==> src/rtl/gcd_unit_param.sv <==
// Iterative GCD engine with a start/busy/done handshake and a saturating iteration counter.
// Define GCD_BINARY_EN to use binary (Stein) reduction instead of subtractive Euclid.
module gcd_unit_param #(
    parameter int WIDTH = 16,
    parameter int CNT_W = 8
) (
    input  logic             clk,
    input  logic             rst_n,
    input  logic             start,
    input  logic [WIDTH-1:0] a_in,
    input  logic [WIDTH-1:0] b_in,
    output logic             busy,
    output logic             done,
    output logic [WIDTH-1:0] gcd_out,
    output logic             zero_err,
    output logic [CNT_W-1:0] iter_cnt
);

    // Handshake: start is sampled only while busy=0; busy is high exactly while in CALC;
    // done pulses for one cycle with gcd_out/zero_err/iter_cnt valid from that cycle on.
    typedef enum logic {
        S_IDLE = 1'b0,
        S_CALC = 1'b1
    } state_t;

    state_t           r_state;
    state_t           w_state_nxt;
    logic [WIDTH-1:0] r_a;
    logic [WIDTH-1:0] r_b;
    logic [CNT_W-1:0] r_cnt;
    logic             r_done;
    logic [WIDTH-1:0] r_gcd;
    logic             r_zero_err;
    logic [CNT_W-1:0] r_iter;

    logic [WIDTH-1:0] w_a_nxt;
    logic [WIDTH-1:0] w_b_nxt;
    logic [CNT_W-1:0] w_cnt_nxt;
    logic             w_done_nxt;
    logic [WIDTH-1:0] w_gcd_nxt;
    logic             w_zero_err_nxt;
    logic [CNT_W-1:0] w_iter_nxt;

    logic [WIDTH-1:0] w_a_red;
    logic [WIDTH-1:0] w_b_red;
    logic [WIDTH-1:0] w_eq_result;
    logic [CNT_W-1:0] w_cnt_inc;
    logic             w_a_gt_b;

    assign w_a_gt_b  = (r_a > r_b);
    assign w_cnt_inc = (r_cnt == {CNT_W{1'b1}}) ? r_cnt : r_cnt + CNT_W'(1);

`ifdef GCD_BINARY_EN
    localparam int K_W = $clog2(WIDTH) + 1;

    logic [K_W-1:0] r_k;
    logic [K_W-1:0] w_k_nxt;
    logic [K_W-1:0] w_k_red;

    // The common power of two is stripped into k and restored on equality.
    assign w_eq_result = r_a << r_k;

    always_comb begin
        w_a_red = r_a;
        w_b_red = r_b;
        w_k_red = r_k;
        if (!r_a[0] && !r_b[0]) begin
            w_a_red = r_a >> 1;
            w_b_red = r_b >> 1;
            w_k_red = r_k + K_W'(1);
        end else if (!r_a[0]) begin
            w_a_red = r_a >> 1;
        end else if (!r_b[0]) begin
            w_b_red = r_b >> 1;
        end else if (w_a_gt_b) begin
            w_a_red = r_a - r_b;
        end else begin
            w_b_red = r_b - r_a;
        end
    end
`else
    assign w_eq_result = r_a;

    always_comb begin
        w_a_red = r_a;
        w_b_red = r_b;
        if (w_a_gt_b) begin
            w_a_red = r_a - r_b;
        end else begin
            w_b_red = r_b - r_a;
        end
    end
`endif

    always_comb begin
        w_state_nxt    = r_state;
        w_a_nxt        = r_a;
        w_b_nxt        = r_b;
        w_cnt_nxt      = r_cnt;
        w_done_nxt     = 1'b0;
        w_gcd_nxt      = r_gcd;
        w_zero_err_nxt = r_zero_err;
        w_iter_nxt     = r_iter;
`ifdef GCD_BINARY_EN
        w_k_nxt        = r_k;
`endif
        case (r_state)
            S_IDLE: begin
                if (start) begin
                    w_a_nxt     = a_in;
                    w_b_nxt     = b_in;
                    w_cnt_nxt   = '0;
`ifdef GCD_BINARY_EN
                    w_k_nxt     = '0;
`endif
                    w_state_nxt = S_CALC;
                end
            end
            S_CALC: begin
                // Termination checks are ordered; the first one that holds wins.
                if ((r_a == '0) && (r_b == '0)) begin
                    w_gcd_nxt      = '0;
                    w_zero_err_nxt = 1'b1;
                    w_iter_nxt     = r_cnt;
                    w_done_nxt     = 1'b1;
                    w_state_nxt    = S_IDLE;
                end else if (r_a == '0) begin
                    w_gcd_nxt      = r_b;
                    w_zero_err_nxt = 1'b0;
                    w_iter_nxt     = r_cnt;
                    w_done_nxt     = 1'b1;
                    w_state_nxt    = S_IDLE;
                end else if (r_b == '0) begin
                    w_gcd_nxt      = r_a;
                    w_zero_err_nxt = 1'b0;
                    w_iter_nxt     = r_cnt;
                    w_done_nxt     = 1'b1;
                    w_state_nxt    = S_IDLE;
                end else if (r_a == r_b) begin
                    w_gcd_nxt      = w_eq_result;
                    w_zero_err_nxt = 1'b0;
                    w_iter_nxt     = r_cnt;
                    w_done_nxt     = 1'b1;
                    w_state_nxt    = S_IDLE;
                end else begin
                    w_a_nxt   = w_a_red;
                    w_b_nxt   = w_b_red;
                    w_cnt_nxt = w_cnt_inc;
`ifdef GCD_BINARY_EN
                    w_k_nxt   = w_k_red;
`endif
                end
            end
            default: w_state_nxt = S_IDLE;
        endcase
    end

    always_ff @(posedge clk or negedge rst_n) begin
        if (!rst_n) begin
            r_state    <= S_IDLE;
            r_a        <= '0;
            r_b        <= '0;
            r_cnt      <= '0;
            r_done     <= 1'b0;
            r_gcd      <= '0;
            r_zero_err <= 1'b0;
            r_iter     <= '0;
`ifdef GCD_BINARY_EN
            r_k        <= '0;
`endif
        end else begin
            r_state    <= w_state_nxt;
            r_a        <= w_a_nxt;
            r_b        <= w_b_nxt;
            r_cnt      <= w_cnt_nxt;
            r_done     <= w_done_nxt;
            r_gcd      <= w_gcd_nxt;
            r_zero_err <= w_zero_err_nxt;
            r_iter     <= w_iter_nxt;
`ifdef GCD_BINARY_EN
            r_k        <= w_k_nxt;
`endif
        end
    end

    assign busy     = (r_state == S_CALC);
    assign done     = r_done;
    assign gcd_out  = r_gcd;
    assign zero_err = r_zero_err;
    assign iter_cnt = r_iter;

endmodule

==> config.mk <==
export PLATFORM = sky130hd
export DESIGN_NAME = gcd_unit_param
export DESIGN_NICKNAME = d
export VERILOG_FILES = /design/src/rtl/gcd_unit_param.sv
export SDC_FILE = /design/constraint.sdc
export NUM_CORES = 1
export LEC_CHECK = 0
export BUFFER_PORTS_ARGS = -buffer_cell sky130_fd_sc_hd__buf_2
export CELL_PAD_IN_SITES_DETAIL_PLACEMENT = 1
export CELL_PAD_IN_SITES_GLOBAL_PLACEMENT = 2
export CORE_MARGIN = 8
export CORE_UTILIZATION = 34
export CTS_BUF_LIST = sky130_fd_sc_hd__clkbuf_4 sky130_fd_sc_hd__clkbuf_8
export DETAILED_ROUTE_END_ITERATION = 7
export PLACE_DENSITY = 0.86
export SYNTH_ARGS = -nofsm -noshare
export SYNTH_HDL_FRONTEND = slang
export SYNTH_SLANG_ARGS = --single-unit
==> constraint.sdc <==
create_clock -name clk -period 2.25 [get_ports clk]
set_input_delay 0 -clock clk [delete_from_list [all_inputs] [get_ports clk]]
set_output_delay 0 -clock clk [all_outputs]
set_load 0.02 [all_outputs]
==> results of run 1 <==
what timing repair did:
item	in CTS	in global routing
buffers inserted	23	18
gates cloned	5	1
setup endpoints to repair	63	64
resized for setup	94	129
endpoints found under the hold margin	93	1
pin swaps	30	35
hold buffers	27	1
final timing paths:
path | startpoint | to | slack (ns) | cells after the start
setup reg to reg | r_b[1]$_DFFE_PN0P_ | r_a[8]$_DFFE_PN0P_ | -0.35 | 11
hold / removal | a_in[10] | r_a[10]$_DFFE_PN0P_ | 0.02 | 3
setup / recovery | r_b[1]$_DFFE_PN0P_ | r_a[8]$_DFFE_PN0P_ | -0.35 | 11
min in group asynchronous | rst_n | r_a[2]$_DFFE_PN0P_ | 0.18 | 3
max in group asynchronous | rst_n | r_a[1]$_DFFE_PN0P_ | 1.49 | 3
hold reg to reg | iter_cnt[4]$_DFFE_PN0P_ | iter_cnt[4]$_DFFE_PN0P_ | 0.51 | 1
through the flow:
stage / hold slack [ns] / util (%) / instances / setup WS [ns] / TNS (ns)
2_1_floorplan: -0.2956 / - / 535 / -0.08960 / -1.718
3_3_place_gp: 0.02536 / 45.11 / 876 / -0.2743 / -4.719
3_5_place_dp: 0.02808 / 45.11 / 876 / -0.3827 / -8.009
4_1_cts: 0.004641 / 53.88 / 946 / -0.2423 / -4.766
5_1_grt: 0.03438 / 58.02 / 958 / -0.4019 / -14.58
6_report: 0.02154 / 58.02 / 958 / -0.3547 / -10.79
layout make-up:
type | instances | area share, %
Inverter | 38 | 1.778
Multi-Input combinational cell | 399 | 44.99
Timing Repair Buffer | 258 | 26.33
Clock buffer | 10 | 1.638
Clock inverter | 6 | 1.419
Tap cell | 180 | 2.807
Sequential cell | 67 | 21.04
layer usage:
| layer | up-vias | global-route usage, % | part of all wire [%] | wire, microns |
|---|---|---|---|---|
| li1 | 2382 | - | - | - |
| met5 | - | 0 | 0 | 0 |
| met1 | 2728 | 26.92 | 38 | 8753 |
| met3 | 108 | 4.569 | 6.4 | 1482 |
| met4 | 0 | 14.78 | 6.7 | 1553 |
| met2 | 269 | 39.56 | 49 | 11360 |
synth_stat cells (2+ instances only):
cell type  instances
a211oi_1           2
a21o_1             3
a21oi_1           74
a221o_1            3
a31oi_1            5
a31oi_4            2
and4_1             4
buf_1              3
buf_2             10
buf_4              6
buf_6              4
clkbuf_1           8
dfrtp_1           67
fa_1               2
ha_1              32
inv_1             36
mux2_2             9
mux2i_1           17
nand2_1           33
nand2b_1           5
nand3_1           11
nand4_1            5
nor2_1            44
nor2b_1           10
nor3_1            13
nor3b_1            2
nor4_1             9
nor4_2             2
o211a_1            2
o211ai_1           3
o21a_1             9
o21ai_0           31
o21ai_1            3
o21bai_1           2
o22ai_1            2
o31ai_1            4
o41ai_1            2
or2_2              2
or3_1              2
xnor2_1           19
xor2_1             7
flip-flops by register name, indices dropped and copies added (netlist names):
register,flops
busy,1
done,1
gcd_out,16
iter_cnt,8
r_a,16
r_b,16
r_cnt,8
zero_err,1
kinds of logic after synthesis:
family | after synthesis
fa+ha+maj | 34
xor+xnor | 26
simple gates | 148
mux | 26
compound gates | 165
flops | 67
buf+inv | 69
worst max-delay path, delay by kind of cell (launching register included):
family | cells | cell delay, ns
flip-flops | 1 | 0.44
AND/OR/NAND/NOR | 1 | 0.15
AO/OA/AOI/OAI | 6 | 1.02
adder cells (fa/ha/maj) | 1 | 0.38
buffers and inverters | 3 | 0.52
==> results by group, run 1 <==
Outcome
  – Status: finished, violations left
  – Violated checks: setup timing

CTS
  – Clock Latency Late Sink: approximately 0.38 ns
  – CTS buffer count: 9
  – CTS tree: built
  – Clock Sink Count: 67
  – Clock tree buffer depth: 2
  – Worst-path clk slew: ~0.09 ns
  – Htree depth: 3
  – Clk root buf: clkbuf_8

Yosys
  – Syn Inst Count: 535
  – Syn Std Cell Area: about 4800 sq um
  – Avg Inst Size Synth: approximately 9 sq um
  – Seq/Total Area, Yosys: 34.92%
  – Synth Area in Compound Gates: between 20% and 30%
  – Post-Synth Adder-Cell Area: 9.174%
  – Synth area leaders: dfrtp_1 (35%), ha_1 (8.3%), a21oi_1 (7.7%)
  – Share of the synthesized area in the top cell type: about a third
  – Simple-gate area share of the yosys netlist: between 10% and 20%
  – Synth Register Bits: 67
  – Synth Area in XOR/XNOR: 4.743%
  – Yosys Warn Count: 0
  – Synth cell types: 67
  – Mux contribution to synthesized area: roughly 5.7%
  – Ys async rst share: between 90% and 100%
  – Post-synth EDFFs: 0
  – Post-synth top area cell: dfrtp_1
  – Synth Flop Type: dfrtp_1
  – Largest family of logic cells by synthesized area: compound AO/OA/AOI/OAI gates
  – Mapped Nets: about 600

Timing
  – Clock skew: approximately 0.019 ns
  – Worst slew margin: between 50% and 60%
  – Hold Vio Cnt, Final: 0
  – Unrepaired setup endpoints after global routing: true
  – Worst-Margin Slew: 0.6549 ns
  – Fin crit share: 115.8%
  – Setup ws final: -0.3547 ns
  – Tmin final: around 2.6 ns
  – Final Max Slew Viols: 0
  – Setup Viol. Count Final: 64
  – FMAX: between 300 and 400 MHz

Floorplanning
  – Number of core rows: 43
  – Height of the chip: between 100 and 150 microns
  – Core ar.: ~14000 sq um
  – Die area: approximately 18000 sq um
  – Initial Util: a little over a third
  – # IOs: 62
  – Die width: 134.8 microns

Setup path
  – Crit Path Category: reg2reg
  – Slowest-stage cell, CP: dfrtp_1
  – Worst-path fanout max: 8
  – Crit path cell chain: buf_4 -> fa_2 -> nor2b_4 -> o31a_4 -> o2111ai_4 -> o22a_4 -> a31oi_4 -> buf_4 -> buf_6 -> o211ai_1 -> o21ai_1
  – CP arrival: just under 3 ns
  – Worst Setup Start Kind: register
  – CP Data Required Time: about 2.5 ns
  – Critical Path Max Stage Delay: approximately 0.44 ns
  – Cell repeated most along the worst path: buf_4
  – Critical Path Sink Type: register

Routing
  – Antenna-violating nets left: 0
  – Routed WL per cell: roughly 24 microns
  – Vias post-DR: 5487
  – Starting DRT DRC Count: roughly 340
  – Routed WL: between 20 and 25 mm
  – Pre-antenna DRT Iters: 5
  – Via density: 5.728
  – Remaining DRCs: 0

Finish
  – Syn-to-layout area delta: 67.11%
  – Fillers: ~1500
  – Multi-input combinational cell area: ~3600 sq um
  – Fin area: ~8000 sq um
  – Commonest non-fill, non-tap cell in the layout: buf_4
  – Most frequent cells in the layout: buf_4 (138), buf_2 (61), dfrtp_1 (58)
  – Fin nets: roughly 840
  – N_diodes: 0
  – Layout cells sized above 1: 52.06%
  – Reg area: about 1700 sq um

Global route
  – Vias in the first global route: approximately 6000
  – Initial antenna violation count: 0
  – Largest net degree at the start of global routing: 47
  – First-pass GRT wire length: between 30 and 40 mm
  – Grt ovf: 0
  – Total GRT Usage: a little under a quarter

Place
  – GP Congestion: roughly 0.97
  – Area after DPL: a little over 6000 sq um
  – I/O Buffers: slightly above 60
  – Hpwl dp: ~14 mm

Worst hold path
  – Worst Hold Class: in2reg

Flow run
  – Max_cap viols: 0
Power of run 1 is left out: the tool's default activity adds up to more than one toggle a clock period on the data nets, which glitch-free logic cannot reach.
==> run 2: changes to the inputs <==
--- a/config.mk
+++ b/config.mk
@@ -5,14 +5,16 @@
 export SDC_FILE = /design/constraint.sdc
 export NUM_CORES = 1
 export LEC_CHECK = 0
+export ABC_AREA = 1
 export BUFFER_PORTS_ARGS = -buffer_cell sky130_fd_sc_hd__buf_2
 export CELL_PAD_IN_SITES_DETAIL_PLACEMENT = 1
 export CELL_PAD_IN_SITES_GLOBAL_PLACEMENT = 2
 export CORE_MARGIN = 8
-export CORE_UTILIZATION = 34
+export CORE_UTILIZATION = 33
 export CTS_BUF_LIST = sky130_fd_sc_hd__clkbuf_4 sky130_fd_sc_hd__clkbuf_8
 export DETAILED_ROUTE_END_ITERATION = 7
-export PLACE_DENSITY = 0.86
+export PLACE_DENSITY = 0.88
+export REMOVE_ABC_BUFFERS = 1
 export SYNTH_ARGS = -nofsm -noshare
 export SYNTH_HDL_FRONTEND = slang
 export SYNTH_SLANG_ARGS = --single-unit
==> constraint.sdc (replaced) <==
create_clock -name clk -period 2.7 [get_ports clk]
set_input_delay 0 -clock clk [delete_from_list [all_inputs] [get_ports clk]]
set_output_delay 0 -clock clk [all_outputs]
set_load 0.02 [all_outputs]
==> run 2 against run 1 <==
Against the previous run: the run now ends clean; global-route usage down 4.5 points; setup slack better by 0.63 ns; via count down 0.80%; first-iteration DRC count down 27%; clock skew down 0.0073 ns; die area up 12%; register-to-register slack better by 0.63 ns; utilization down 17 points; cell area down 20%; critical endpoint is now r_b[13]$_DFFE_PN0P_.
==> results by group, run 2 <==
Outcome
  – Status: completed

Setup path
  – Crit Path Category: reg2reg
  – Worst-path fanout max: 16 (+8)
  – R2R depth: 13 (+2)
  – Critical Path End: r_b[13]$_DFFE_PN0P_
  – Worst Setup Start Kind: register
  – FF-to-FF Start: r_a[1]$_DFFE_PN0P_
  – CP Data Required Time: 3.02 ns (+0.49 ns)
  – Critical Path Sink Type: register
  – Crit path launch: r_a[1]$_DFFE_PN0P_
  – Crit Reg-Reg Endpoint: r_b[13]$_DFFE_PN0P_
  – CP arrival: 2.73 ns (-0.16 ns)
  – Reg-to-reg slack, setup: 0.28 ns (+0.63 ns)

Place
  – I/O Buffers: 61 (unchanged)
  – Pre-CTS WS: 0.1400 ns (+0.5227 ns)
  – GP Congestion: 0.8783 (-9.2%)
  – Area after DPL: 5854 sq um (-6.1%)
  – Dpl cells: 1095 (+25%)
  – Hpwl dp: 14.23 mm (+2.2%)

Yosys
  – Syn Inst Count: 824 (+54%)
  – Seq/Total Area, Yosys: 31.71% (-3.2 points)
  – Yosys Warn Count: 0 (unchanged)
  – Most instantiated library cell after synthesis: nand2_1
  – Avg Inst Size Synth: 6.417 sq um (-28%)
  – Syn Std Cell Area: 5288 sq um (+10%)
  – Ys async rst share: 100.0% (unchanged)
  – Post-synth EDFFs: 0 (unchanged)
  – Post-synth top area cell: dfrtp_1
  – Synth area leaders: dfrtp_1 (32%), nand2_1 (23%), inv_1 (8.4%)
  – Share of the synthesized area in the top cell type: 31.71% (-3.2 points)
  – Synth Flop Type: dfrtp_1
  – Synth cell types: 36 (-46%)
  – Synth Register Bits: 67 (unchanged)
  – Commonest cells post-synth: nand2_1 (330), inv_1 (119), nand3_1 (74), dfrtp_1 (67), nor2_1 (52)

Floorplanning
  – Height of the chip: 142.6 microns (+5.7%)
  – Die area: 20330 sq um (+12%)
  – Die width: 142.6 microns (+5.7%)
  – Core ar.: 15770 sq um (+14%)
  – Number of core rows: 46 (+7.0%)
  – # IOs: 62 (unchanged)
  – Initial Util: 33.53% (-1.2 points)

CTS
  – CTS buffer count: 9 (unchanged)
  – Worst-path clk slew: 0.08 ns (about the same)
  – Htree depth: 3 (unchanged)
  – Clock tree buffer depth: 2 (unchanged)
  – Clock Latency Late Sink: 0.38 ns (about the same)
  – CTS tree: built
  – Clk root buf: clkbuf_8
  – Clock Sink Count: 67 (unchanged)

Finish
  – Multi-input combinational cell area: 3003 sq um (-17%)
  – Fin nets: 993 (+18%)
  – Most frequent cells in the layout: nand2_1 (330), inv_1 (119), nand3_1 (74)
  – Fin area: 6417 sq um (-20%)
  – Layout cells sized above 1: 13.02% (-39 points)
  – Post-Layout Cell Count: 1145 (+20%)
  – Reg area: 1677 sq um (-0.67%)
  – Fillers: 2139 (+43%)
  – Syn-to-layout area delta: 21.37%
  – N_diodes: 0 (unchanged)
  – Commonest non-fill, non-tap cell in the layout: nand2_1

Routing
  – Routed WL: 18.54 mm (-20%)
  – Pre-antenna DRT Iters: 4 (-1)
  – Antenna-violating nets left: 0 (unchanged)
  – Routed WL per cell: 16.19 microns (-33%)
  – Starting DRT DRC Count: 250 (-27%)
  – Remaining DRCs: 0 (unchanged)
  – Vias post-DR: 5443 (-0.80%)
  – Via density: 4.754 (-17%)

Timing
  – Final Max Slew Viols: 0 (unchanged)
  – Fin crit share: 89.62% (-26 points)
  – Tmin final: 2.420 ns (-0.1849 ns)
  – Hold Vio Cnt, Final: 0 (unchanged)
  – Setup ws final: 0.2802 ns (+0.6349 ns)
  – FMAX: 413.3 MHz (+7.6%)
  – Unrepaired setup endpoints after global routing: false
  – Worst slew margin: 38.72% (-18 points)
  – Setup Viol. Count Final: 0 (-100%)
  – Clock skew: 0.01157 ns (-0.007300 ns)
  – Worst-Margin Slew: 0.9192 ns (+0.2643 ns)

Global route
  – Total GRT Usage: 18.98% (-4.5 points)
  – Grt ovf: 0 (unchanged)
  – First-pass GRT wire length: 29.57 mm (-11%)
  – Initial antenna violation count: 0 (unchanged)
  – Vias in the first global route: 5585 (-6.9%)
  – Largest net degree at the start of global routing: 68 (+45%)

Worst hold path
  – Worst Hold Class: in2async

Flow run
  – Max_cap viols: 0 (unchanged)
run 2: cell types whose count changed after synthesis, sizes merged, moves of 10 or more:
cell,previous run,this run
a21oi,75,23
inv,37,126
mux2i,17,0
nand2,33,337
nand3,11,77
nor2,44,62
nor2b,11,0
nor3,14,4
nor4,11,0
xnor2,19,1
run 2: stage by stage:
step	utilization [%]	TNS (ns)	hold WS (ns)
5_1_grt	40.69	0	0.3519
6_report	40.69	0	0.2805
4_1_cts	40.66	0	0.3061
3_3_place_gp	37.12	0	0.1813
3_5_place_dp	37.12	0	0.1847
2_1_floorplan	-	-2.277	-0.2956
run 2: cell type report:
type / count / share of cell area (%)
Inverter: 127 / 7.428
Sequential cell: 67 / 26.13
Clock inverter: 3 / 0.7019
Multi-Input combinational cell: 609 / 46.79
Timing Repair Buffer: 110 / 12.05
Tap cell: 216 / 4.211
Clock buffer: 13 / 2.691
run 2: worst min-delay path by stage:
stage,depth (start not counted),startpoint,slack (ns),to
3_5_place_dp,1,rst_n,0.18,gcd_out[5]$_DFFE_PN0P_
6_report,2,rst_n,0.28,gcd_out[5]$_DFFE_PN0P_
3_3_place_gp,1,rst_n,0.18,r_b[6]$_DFFE_PN0P_
5_1_grt,2,rst_n,0.35,r_b[5]$_DFFE_PN0P_
4_1_cts,2,rst_n,0.31,gcd_out[5]$_DFFE_PN0P_
2_1_floorplan,0,rst_n,-0.30,busy$_DFF_PN0_
run 2: layer usage:
| metal | part of all wire (%) | wire [microns] | up-vias | GRT usage (%) |
|---|---|---|---|---|
| met5 | 0 | 0 | - | 0 |
| met2 | 47 | 8692 | 78 | 31.76 |
| met3 | 3.9 | 731 | 13 | 3.891 |
| li1 | - | - | 2758 | - |
| met1 | 48 | 8913 | 2594 | 24.32 |
| met4 | 1.1 | 206 | 0 | 4.866 |
run 2: cells by family (layout without fill, tap and decap cells):
logic type	count (synthesis)	in the layout	synth area share, %
DFF	67	67	31.71
adders and majority gates	34	34	8.329
and+or+nand+nor	491	491	39.21
AOI/OAI and AO/OA	79	79	8.330
xor gates and xnor gates	5	5	0.8282
buffers and inverters	148	253	11.59
run 2: critical path, cell delays in order, from the launching register on:
cell     delay, ns
dfrtp_1       0.50
inv_1         0.15
fa_1          0.48
inv_1         0.12
nand3_1       0.07
nand3_1       0.14
nand2_1       0.09
nand2_1       0.10
nand2_2       0.09
nand3_1       0.09
nand2_1       0.10
nand2_4       0.24
nand2_1       0.10
nand2_1       0.08
run 2: timing repair:
item	in CTS	in global routing
endpoints found under the hold margin	100	0
hold buffers	34	0
setup endpoints to repair	0	15
buffers inserted	0	0
resized for setup	0	1
Power of run 2 is left out for the same reason.
==> run 3: changes to the inputs <==
--- a/config.mk
+++ b/config.mk
@@ -5,12 +5,11 @@
 export SDC_FILE = /design/constraint.sdc
 export NUM_CORES = 1
 export LEC_CHECK = 0
-export ABC_AREA = 1
 export BUFFER_PORTS_ARGS = -buffer_cell sky130_fd_sc_hd__buf_2
 export CELL_PAD_IN_SITES_DETAIL_PLACEMENT = 1
 export CELL_PAD_IN_SITES_GLOBAL_PLACEMENT = 2
 export CORE_MARGIN = 8
-export CORE_UTILIZATION = 33
+export CORE_UTILIZATION = 37
 export CTS_BUF_LIST = sky130_fd_sc_hd__clkbuf_4 sky130_fd_sc_hd__clkbuf_8
 export DETAILED_ROUTE_END_ITERATION = 7
 export PLACE_DENSITY = 0.88
==> run 3 against run 2 <==
Against the previous run: sequential share of layout area increased by 1.3 points; wire length decreased by 16%; die area down 17%; flip-flop and latch count stayed put; cell area shrank 4.6%; setup slack worse by 0.19 ns; largest cell class unchanged.
==> results by group, run 3 (synthesized netlist as in run 1, its figures left out) <==
Outcome
  – Status: completed

CTS
  – Clock tree buffer depth: 2 (unchanged)
  – Worst-path clk slew: 0.08 ns (about the same)
  – Clock Sink Count: 67 (unchanged)
  – Clock Latency Late Sink: 0.37 ns (about the same)
  – CTS buffer count: 9 (unchanged)
  – CTS tree: built
  – Clk root buf: clkbuf_8
  – Htree depth: 3 (unchanged)

Timing
  – Final Max Slew Viols: 0 (unchanged)
  – Worst-Margin Slew: 0.8703 ns (-0.04886 ns)
  – Unrepaired setup endpoints after global routing: false
  – Clock skew: 0.009509 ns (-0.002065 ns)
  – Setup TNS: 0 ns (unchanged)
  – Worst slew margin: 41.98% (+3.3 points)
  – Fin crit share: 96.63% (+7.0 points)
  – Hold Vio Cnt, Final: 0 (unchanged)
  – Setup Viol. Count Final: 0 (unchanged)
  – FMAX: 383.3 MHz (-7.3%)
  – Tmin final: 2.609 ns (+0.1892 ns)

Place
  – Area after DPL: 5494 sq um (-6.2%)
  – Hpwl dp: 12.10 mm (-15%)
  – GP Congestion: 0.8889 (+1.2%)
  – I/O Buffers: 61 (unchanged)

Finish
  – Fin nets: 725 (-27%)
  – N_diodes: 0 (unchanged)
  – Commonest non-fill, non-tap cell in the layout: a21oi_1
  – Layout cells sized above 1: 27.08% (+14 points)
  – Most frequent cells in the layout: a21oi_1 (71), dfrtp_1 (63), buf_2 (61)
  – Fin area: 6122 sq um (-4.6%)
  – Finished Core Util: 48.32% (+7.6 points)
  – Syn-to-layout area delta: 27.52%

Flow run
  – Max_cap viols: 0 (unchanged)

Setup path
  – R2R depth: 9 (-4)
  – Critical Path Sink Type: register
  – CP Data Required Time: 2.96 ns (-0.06 ns)
  – Crit Reg-Reg Endpoint: r_a[13]$_DFFE_PN0P_
  – CP delay by family, top: compound AO/OA/AOI/OAI gates
  – Worst-path fanout max: 5 (-11)
  – Worst Setup Start Kind: register
  – Critical Path Max Stage Delay: 0.44 ns (-0.06 ns)
  – Slowest-stage cell, CP: dfrtp_2
  – Crit path cell chain: ha_1 -> nor2b_1 -> o31ai_1 -> buf_4 -> a21oi_2 -> a221o_1 -> nor4_2 -> nor3_2 -> mux2_2
  – CP arrival: 2.87 ns (+0.14 ns)
  – Crit Path Category: reg2reg
  – FF-to-FF Start: r_b[1]$_DFFE_PN0P_
  – CP bufs+invs: 1 (-1)
  – Reg-to-reg slack, setup: 0.09 ns (-0.19 ns)

Routing
  – Starting DRT DRC Count: 227 (-9.2%)
  – Antenna-violating nets left: 0 (unchanged)
  – Routed WL per cell: 18.79 microns (+16%)
  – M1 WL: 7.229 mm (-19%)
  – Via density: 5.233 (+10%)
  – Top Metal Used: met4
  – Routed WL: 15.65 mm (-16%)
  – Remaining DRCs: 0 (unchanged)
  – Met2 WL post-DR: 7.616 mm (-12%)
  – Vias post-DR: 4359 (-20%)
  – Pre-antenna DRT Iters: 4 (unchanged)
  – DR WL met3: 504 microns (-31%)

Power and ir drop
  – Leakage: slightly below 3 nW
  – PwrDens: around 1600 nW/um^2
  – Highest ir drop seen on vdd: 0.5899 mV

Global route
  – First-pass GRT wire length: 25.64 mm (-13%)
  – Largest net degree at the start of global routing: 38 (-44%)
  – Vias in the first global route: 4738 (-15%)
  – Total GRT Usage: 19.80% (+0.82 points)
  – Grt ovf: 0 (unchanged)
  – Initial antenna violation count: 0 (unchanged)

Worst hold path
  – Worst Min Path Start: start
  – Hold Path End: busy$_DFF_PN0_
  – Worst Hold Class: in2reg
  – Worst Hold Depth: 3

Floorplanning
  – Core ar.: 12670 sq um (-20%)
  – Initial Util: 37.89% (+4.4 points)
  – Height of the chip: 129.9 microns (-8.9%)
  – Number of core rows: 41 (-11%)
  – # IOs: 62 (unchanged)
  – Die area: 16880 sq um (-17%)
  – Die width: 129.9 microns (-8.9%)
[run 3: changes by cell type in the layout (fill, tap and decap cells not counted), moves of 9 or more]
cell | before | now
mux2i_1 | 0 | 17
mux2_2 | 0 | 9
nor2b_1 | 0 | 9
a31oi_1 | 13 | 4
xnor2_1 | 1 | 19
nand2_1 | 330 | 33
inv_1 | 119 | 35
a21oi_1 | 22 | 71
o21a_1 | 0 | 9
buf_4 | 15 | 51
nand3_1 | 74 | 11
[run 3: worst max path at each step]
stage | endpoint | cells past startpoint | startpoint
floorplan | iter_cnt[0]$_DFFE_PN0P_ | 5 | busy$_DFF_PN0_
global placement | r_b[14]$_DFFE_PN0P_ | 10 | r_a[0]$_DFFE_PN0P_
detailed placement | r_b[14]$_DFFE_PN0P_ | 11 | r_b[0]$_DFFE_PN0P_
CTS | r_b[14]$_DFFE_PN0P_ | 11 | r_b[0]$_DFFE_PN0P_
global route | r_b[11]$_DFFE_PN0P_ | 12 | r_a[5]$_DFFE_PN0P_
finish | r_a[13]$_DFFE_PN0P_ | 9 | r_b[1]$_DFFE_PN0P_
[run 3: report_power, final]
group	leakage (nW)	switching [mW]	internal (mW)
logic	2.01	3.91	3.20
registers	0.838	0.395	1.39
clock network	0.117	0.416	0.566
[run 3: metal layers]
layer	global-route usage, %	vias up
met1	25.63	2120
met2	32.68	71
met3	2.897	20
li1	-	2148
met5	0	-
met4	7.650	0
[run 3: cell type report]
type                       instances  area [sq um]
clock inverter                     4         73.82
fill                            1503          6549
timing repair buffer             141         979.7
tap                              172         215.2
inverter                          38         142.6
clock buffer                      12         152.6
sequential                        67          1682
multi-input combinational        399          2877
[run 3: timing repair]
action / 4_1_cts / 5_1_grt
setup endpoints to repair: 1 / 32
resized for setup: 1 / 23
pin swaps: 0 / 3
buffers inserted: 0 / 5
hold buffers: 28 / 0
hold endpoints to repair: 62 / 0
[run 3: worst min-delay path, cell delays in order]
cell	delay, ns
buf_2	0.13
o211ai_4	0.12
inv_2	0.10
[run 3: stage by stage]
| step | hold WS, ns | setup WS, ns | instances | total power [mW] |
|---|---|---|---|---|
| 2_1_floorplan | -0.2956 | -0.4726 | 504 | 6.278 |
| 3_3_place_gp | 0.1495 | 0.01408 | 784 | 8.269 |
| 3_5_place_dp | 0.1641 | -0.1069 | 784 | 8.486 |
| 4_1_cts | 0.001771 | 0.001904 | 828 | 9.575 |
| 5_1_grt | 0.002485 | 0.003000 | 833 | 10.76 |
| 6_report | 0.01782 | 0.09098 | 833 | 9.878 |
(Power assumes the default switching activity.)
